[config.mk]
export PLATFORM = sky130hd
export DESIGN_NAME = grayscale_histogram_ise
export DESIGN_NICKNAME = d
export VERILOG_FILES = /design/src/rtl/grayscale_histogram_ise.sv
export SDC_FILE = /design/constraint.sdc
export NUM_CORES = 1
export LEC_CHECK = 0
export CORE_UTILIZATION = 45
export CTS_CLUSTER_DIAMETER = 100
export DETAILED_ROUTE_END_ITERATION = 8
export GPL_ROUTABILITY_DRIVEN = 0
export SLEW_MARGIN = 20
export SYNTH_ARGS = -nofsm -noshare
export SYNTH_HDL_FRONTEND = slang
export SYNTH_SLANG_ARGS = --single-unit
[constraint.sdc]
create_clock -name clock -period 39.7 [get_ports clock]
set_clock_uncertainty 0.05 [all_clocks]
set_input_delay 5.955 -clock clock [delete_from_list [all_inputs] [get_ports clock]]
set_output_delay 5.955 -clock clock [all_outputs]
set_load 0.005 [all_outputs]
[src/rtl/grayscale_histogram_ise.sv]
// 16-bin grayscale histogram custom instruction: ACC serializes four gray bytes
// into saturating bin/total counters; RDBIN/RDTOT/CLEAR complete in one step.

module grayscale_histogram_ise_satcnt #(
    parameter int COUNT_WIDTH = 24
) (
    input  logic                   clock,
    input  logic                   reset,
    input  logic                   i_clr,
    input  logic                   i_inc,
    output logic [COUNT_WIDTH-1:0] o_cnt
);
    logic [COUNT_WIDTH-1:0] r_cnt;

    always_ff @(posedge clock or posedge reset) begin
        if (reset) begin
            r_cnt <= '0;
        end else if (i_clr) begin
            r_cnt <= '0;
        end else if (i_inc && (r_cnt != {COUNT_WIDTH{1'b1}})) begin
            r_cnt <= r_cnt + 1'b1;
        end
    end

    assign o_cnt = r_cnt;
endmodule

module grayscale_histogram_ise #(
    parameter logic [7:0] customInstructionId = 8'd14,
    parameter int         COUNT_WIDTH         = 24
) (
    input  logic        clock,
    input  logic        reset,
    input  logic        start,
    input  logic [7:0]  iseId,
    input  logic [31:0] valueA,
    input  logic [31:0] valueB,
    output logic        done,
    output logic [31:0] result
);
    localparam logic [1:0] OP_ACC   = 2'd0;
    localparam logic [1:0] OP_RDBIN = 2'd1;
    localparam logic [1:0] OP_CLEAR = 2'd2;
    localparam logic [1:0] OP_RDTOT = 2'd3;

    typedef enum logic [2:0] {
        S_IDLE,
        S_ACC0,
        S_ACC1,
        S_ACC2,
        S_ACC3,
        S_DONE
    } state_t;

    state_t                        r_state;
    logic   [31:0]                 r_pix;
    logic   [1:0]                  r_op;
    logic   [3:0]                  r_idx;
    logic                          r_done;
    logic   [31:0]                 r_result;

    logic                          w_accept;
    logic                          w_acc_step;
    logic                          w_clr;
    logic   [3:0]                  w_pix_bin;
    logic   [15:0]                 w_bin_inc;
    logic   [15:0][COUNT_WIDTH-1:0] w_bin_cnt;
    logic   [COUNT_WIDTH-1:0]      w_tot_cnt;
    logic   [COUNT_WIDTH-1:0]      w_rd_val;

    // r_done gates acceptance so a read's done cycle (spent in IDLE) cannot overlap a new op.
    assign w_accept   = start && (iseId == customInstructionId) && (r_state == S_IDLE) && !r_done;
    assign w_clr      = w_accept && (valueB[1:0] == OP_CLEAR);
    assign w_acc_step = (r_state == S_ACC0) || (r_state == S_ACC1) ||
                        (r_state == S_ACC2) || (r_state == S_ACC3);
    assign w_pix_bin  = r_pix[7:4];

    genvar gi;
    generate
        for (gi = 0; gi < 16; gi++) begin : g_bin
            assign w_bin_inc[gi] = w_acc_step && (w_pix_bin == 4'(gi));

            grayscale_histogram_ise_satcnt #(.COUNT_WIDTH(COUNT_WIDTH)) u_bin (
                .clock (clock),
                .reset (reset),
                .i_clr (w_clr),
                .i_inc (w_bin_inc[gi]),
                .o_cnt (w_bin_cnt[gi])
            );
        end
    endgenerate

    grayscale_histogram_ise_satcnt #(.COUNT_WIDTH(COUNT_WIDTH)) u_total (
        .clock (clock),
        .reset (reset),
        .i_clr (w_clr),
        .i_inc (w_acc_step),
        .o_cnt (w_tot_cnt)
    );

    always_comb begin
        w_rd_val = w_bin_cnt[r_idx];
        if (r_op == OP_RDTOT) begin
            w_rd_val = w_tot_cnt;
        end
    end

    always_ff @(posedge clock or posedge reset) begin
        if (reset) begin
            r_state  <= S_IDLE;
            r_pix    <= '0;
            r_op     <= OP_ACC;
            r_idx    <= '0;
            r_done   <= 1'b0;
            r_result <= '0;
        end else begin
            r_done   <= 1'b0;
            r_result <= '0;
            case (r_state)
                S_IDLE: begin
                    if (w_accept) begin
                        r_op  <= valueB[1:0];
                        r_idx <= valueA[3:0];
                        if (valueB[1:0] == OP_ACC) begin
                            r_pix   <= valueA;
                            r_state <= S_ACC0;
                        end else begin
                            r_state <= S_DONE;
                        end
                    end
                end
                S_ACC0: begin
                    r_pix   <= r_pix >> 8;
                    r_state <= S_ACC1;
                end
                S_ACC1: begin
                    r_pix   <= r_pix >> 8;
                    r_state <= S_ACC2;
                end
                S_ACC2: begin
                    r_pix   <= r_pix >> 8;
                    r_state <= S_ACC3;
                end
                S_ACC3: begin
                    r_pix   <= r_pix >> 8;
                    r_done  <= 1'b1;
                    r_state <= S_DONE;
                end
                S_DONE: begin
                    // Non-ACC ops sample counters here, after any prior ACC has fully landed.
                    r_state <= S_IDLE;
                    if (r_op != OP_ACC) begin
                        r_done <= 1'b1;
                        if ((r_op == OP_RDBIN) || (r_op == OP_RDTOT)) begin
                            r_result <= 32'(w_rd_val);
                        end
                    end
                end
                default: r_state <= S_IDLE;
            endcase
        end
    end

    assign done   = r_done;
    assign result = r_result;
endmodule

==> summary.md <==
| Metric | Value |
|---|---|
| RSZ-0062 raised after global routing | `false` |
| Post-synth cell types | `65` |
| Synthesis-stage register bit count | `about 460` |
| Final Critical Period | `approximately 9200 ps` |
| Pins over their slew limit | `0` |
| Mapped cell area | `roughly 27000 sq um` |
| Largest net degree at the start of global routing | `115` |
| Core area | `60250 sq um` |
| Ranking of synthesized cells by area | `dfrtp_1, mux4_2, xnor2_1` |
| Final-report hold violation count | `0` |
| Crit. Startpoint | `start` |
| Highest Clock Rate | `between 0.1 and 0.15 GHz` |
| Clock buffer depth | `3` |
| Min-delay worst type | `flip-flop to flip-flop` |
| Postcts setup bufs | `0` |
| Vias per cell | `between 6 and 7` |
| Crit Path Max Fanout | `94` |
| Total vias in the final route | `approximately 23000` |
| Top FF cell, synth | `dfrtp_1` |
| Worst-Margin Slew | `between 1000 and 1500 ps` |
| Adder-cell area share of the yosys netlist | `0.007764` |
| Synth Warn # | `0` |
| Area leader, netlist | `dfrtp_1` |
| GRT overflow | `0` |
| Hold Startpoint | `r_pix[22]` |
| Post-CTS Resized | `0` |
| Main combinational cell family by area after synthesis | `simple AND/OR/NAND/NOR gates` |
| Antenna Violating Nets Remaining | `0` |
| Num ports | `108` |
| Initial antenna violation count | `1` |
| Syn Inst Count | `between 2000 and 3000` |
| DR iter-0 viols | `between 2000 and 2500` |
| Initial core utilization | `0.4547` |
| Max Cap Viol | `0` |
| XOR/XNOR Fraction of Synth Area | `0.05243` |
| Die area | `61870 sq um` |
| Pre-CTS WS | `between 20000 and 30000 ps` |
| 1st-pass router iterations | `6` |
| DP HPWL | `around 57000 microns` |
| Power Density | `roughly 70 nW/um^2` |
| Clock Pin Slew Worst Setup and Hold Paths | `approximately 60 ps` |
| Critical Path RT | `between 40000 and 50000 ps` |
| Syn_area_per_cell | `9.640 sq um` |
| GRT Overall Usage | `0.2593` |
| Post-route cell area | `30440 sq um` |
| Peak supply drop | `33.85 uV` |
| Root Buffer | `clkbuf_16` |
| CP arrival | `between 9000 and 10000 ps` |
| RR Startpoint | `r_state[1]` |
| Critical path launch point type | `primary input` |
| Number of global-route vias before repair | `22260` |
| # diodes | `0` |
| Num CTS Buffers | `54` |
| Final WL | `roughly 80000 microns` |
| Post-Route Setup TNS | `0 ps` |
| Worst hold slack | `about 450 ps` |
| Leak pwr | `approximately 11 nW` |
| Slew margin rel. | `0.2467` |
| Status | `complete, no violations` |
| EDFF count, synth | `0` |
| Seq/Total Area, Yosys | `0.4183` |
| Post-Synth Simple-Gate Area | `0.2388` |
| Post-synth ARST share | `1.000` |
| Fraction of the cycle the final worst path needs | `0.2316` |
| Compound-gate portion of the synthesized area | `0.1183` |
| Post-DP Area | `around 29000 sq um` |
| H-tree depth | `2` |
| Layout Utilization | `0.5053` |
| Multiplexer share of the synthesized area | `0.1316` |
| CP Class | `primary input to flip-flop` |
| Area fraction of the dominant cell type after synthesis | `0.4183` |
| Final worst slack | `between 30000 and 40000 ps` |
| Std-Cell Rows | `90` |
| Area Growth Syn to Fin | `11.11%` |
| Die width | `248.7 microns` |
| # setup viols final | `0` |
| Buffers on Ports | `between 50 and 60` |
| Clock sink count | `approximately 460` |
| Worst setup EP type | `flip-flop` |
| CTS tree | `yes` |
| DRC Markers | `0` |
| Die height | `about 250 microns` |
| Share of layout cells above drive strength 1 | `0.09492` |
| Fin nets | `between 2000 and 3000` |
| Hold buffer count at CTS | `0` |
| Routed len/inst | `approximately 22 microns` |
| Worst-skew pair later-pin latency | `just over 600 ps` |
| First-pass GRT wire length | `about 130000 microns` |
## through the flow
stage | instances | power (mW)
after floorplan | 2849 | 1.360
after global placement | 3558 | 1.585
after detailed placement | 3559 | 1.617
after CTS | 3657 | 2.133
after global routing | 3658 | 2.279
final | 3658 | 2.140
## per-layer routing
| layer | track usage | share of wire | vias to the layer above |
|---|---|---|---|
| li1 | - | - | 10730 |
| met1 | 0.3741 | 0.44 | 11670 |
| met2 | 0.3963 | 0.45 | 810 |
| met3 | 0.04493 | 0.077 | 144 |
| met4 | 0.08287 | 0.031 | 2 |
| met5 | 0 | 0.00014 | - |
## worst paths after layout
check / end / slack (ps) / cells after the start
max: g_bin[9].u_bin.o_cnt[12] / 30500 / 8
max in group asynchronous: r_idx[1] / 31400 / 4
min: r_pix[22] / 450 / 1
min in group asynchronous: g_bin[10].u_bin.o_cnt[1] / 5870 / 2
min reg2reg: r_pix[22] / 450 / 1
max reg2reg: g_bin[9].u_bin.o_cnt[12] / 35660 / 6
## cells by family (layout without fill, tap and decap cells)
group,count (synthesis),in the layout
other,1,8
multiplexers,237,237
adder cells (fa/ha/maj),17,17
flip-flops,458,458
AND/OR/NAND/NOR,1222,1222
AO/OA/AOI/OAI,521,521
XOR/XNOR,164,164
buffers and inverters,222,249
## state kept, by name, indices dropped and copies added, names as in the netlist
register	cells
done	1
r_idx	4
r_state	3
u_total.o_cnt	24
r_op	2
result	24
r_pix	16
g_bin.u_bin.o_cnt	384
## cell usage after synthesis (5+ instances only)
| master | instances |
|---|---|
| dfrtp_1 | 458 |
| nand2_1 | 255 |
| nor2_1 | 239 |
| a21oi_1 | 180 |
| xnor2_1 | 149 |
| nand3_1 | 137 |
| o21ai_0 | 132 |
| nand4_1 | 130 |
| mux2i_1 | 115 |
| clkbuf_1 | 114 |
| or3_1 | 98 |
| mux4_2 | 96 |
| or4_1 | 77 |
| inv_1 | 64 |
| nor4_1 | 60 |
| o31ai_1 | 55 |
| and4_1 | 49 |
| a2111oi_0 | 46 |
| and3_1 | 45 |
| a211oi_1 | 39 |
| nor3_1 | 34 |
| mux2_2 | 26 |
| o211ai_1 | 23 |
| nand2b_1 | 20 |
| buf_2 | 19 |
| ha_1 | 17 |
| and2_1 | 15 |
| buf_1 | 15 |
| xor2_1 | 15 |
| or2_2 | 13 |
| buf_4 | 10 |
| nand4b_1 | 8 |
| nor2b_1 | 7 |
| nor3b_1 | 7 |
| a31oi_1 | 6 |
| a21o_1 | 5 |
| a311oi_1 | 5 |
| o2111ai_1 | 5 |
## cell usage in the layout (no fill, tap or decap), drive strengths merged, types with 96 or more instances in the layout
cell type | Yosys | layout
mux2i | 115 | 115
nand4 | 131 | 131
or3 | 98 | 98
dfrtp | 458 | 458
nor2 | 239 | 239
a21oi | 180 | 180
o21ai | 134 | 134
mux4 | 96 | 96
xnor2 | 149 | 149
nand2 | 255 | 255
nand3 | 137 | 137
## critical path, stage by stage
cell and delay [ps]:
clkdlybuf4s50_1 440, nor2b_1 160, nand2_1 60, nor3_1 190, and3_4 820, buf_4 950
buf_4 810, nor2_1 130
## power by group
| group | internal, mW | switching [mW] |
|---|---|---|
| clock network | 0.303 | 0.205 |
| registers | 0.614 | 0.251 |
| logic | 0.319 | 0.448 |
| total | 1.24 | 0.905 |
## area by class of cell
type                       count  area [sq um]
multi-input combinational   2169         15130
sequential                   458         11470
clock inverter                18         196.4
clock buffer                  80          1600
fill                        5457         29810
tap                          782         978.4
inverter                      64         247.7
timing repair buffer          87         819.5
Note: power is estimated with default switching activity, not from simulation.
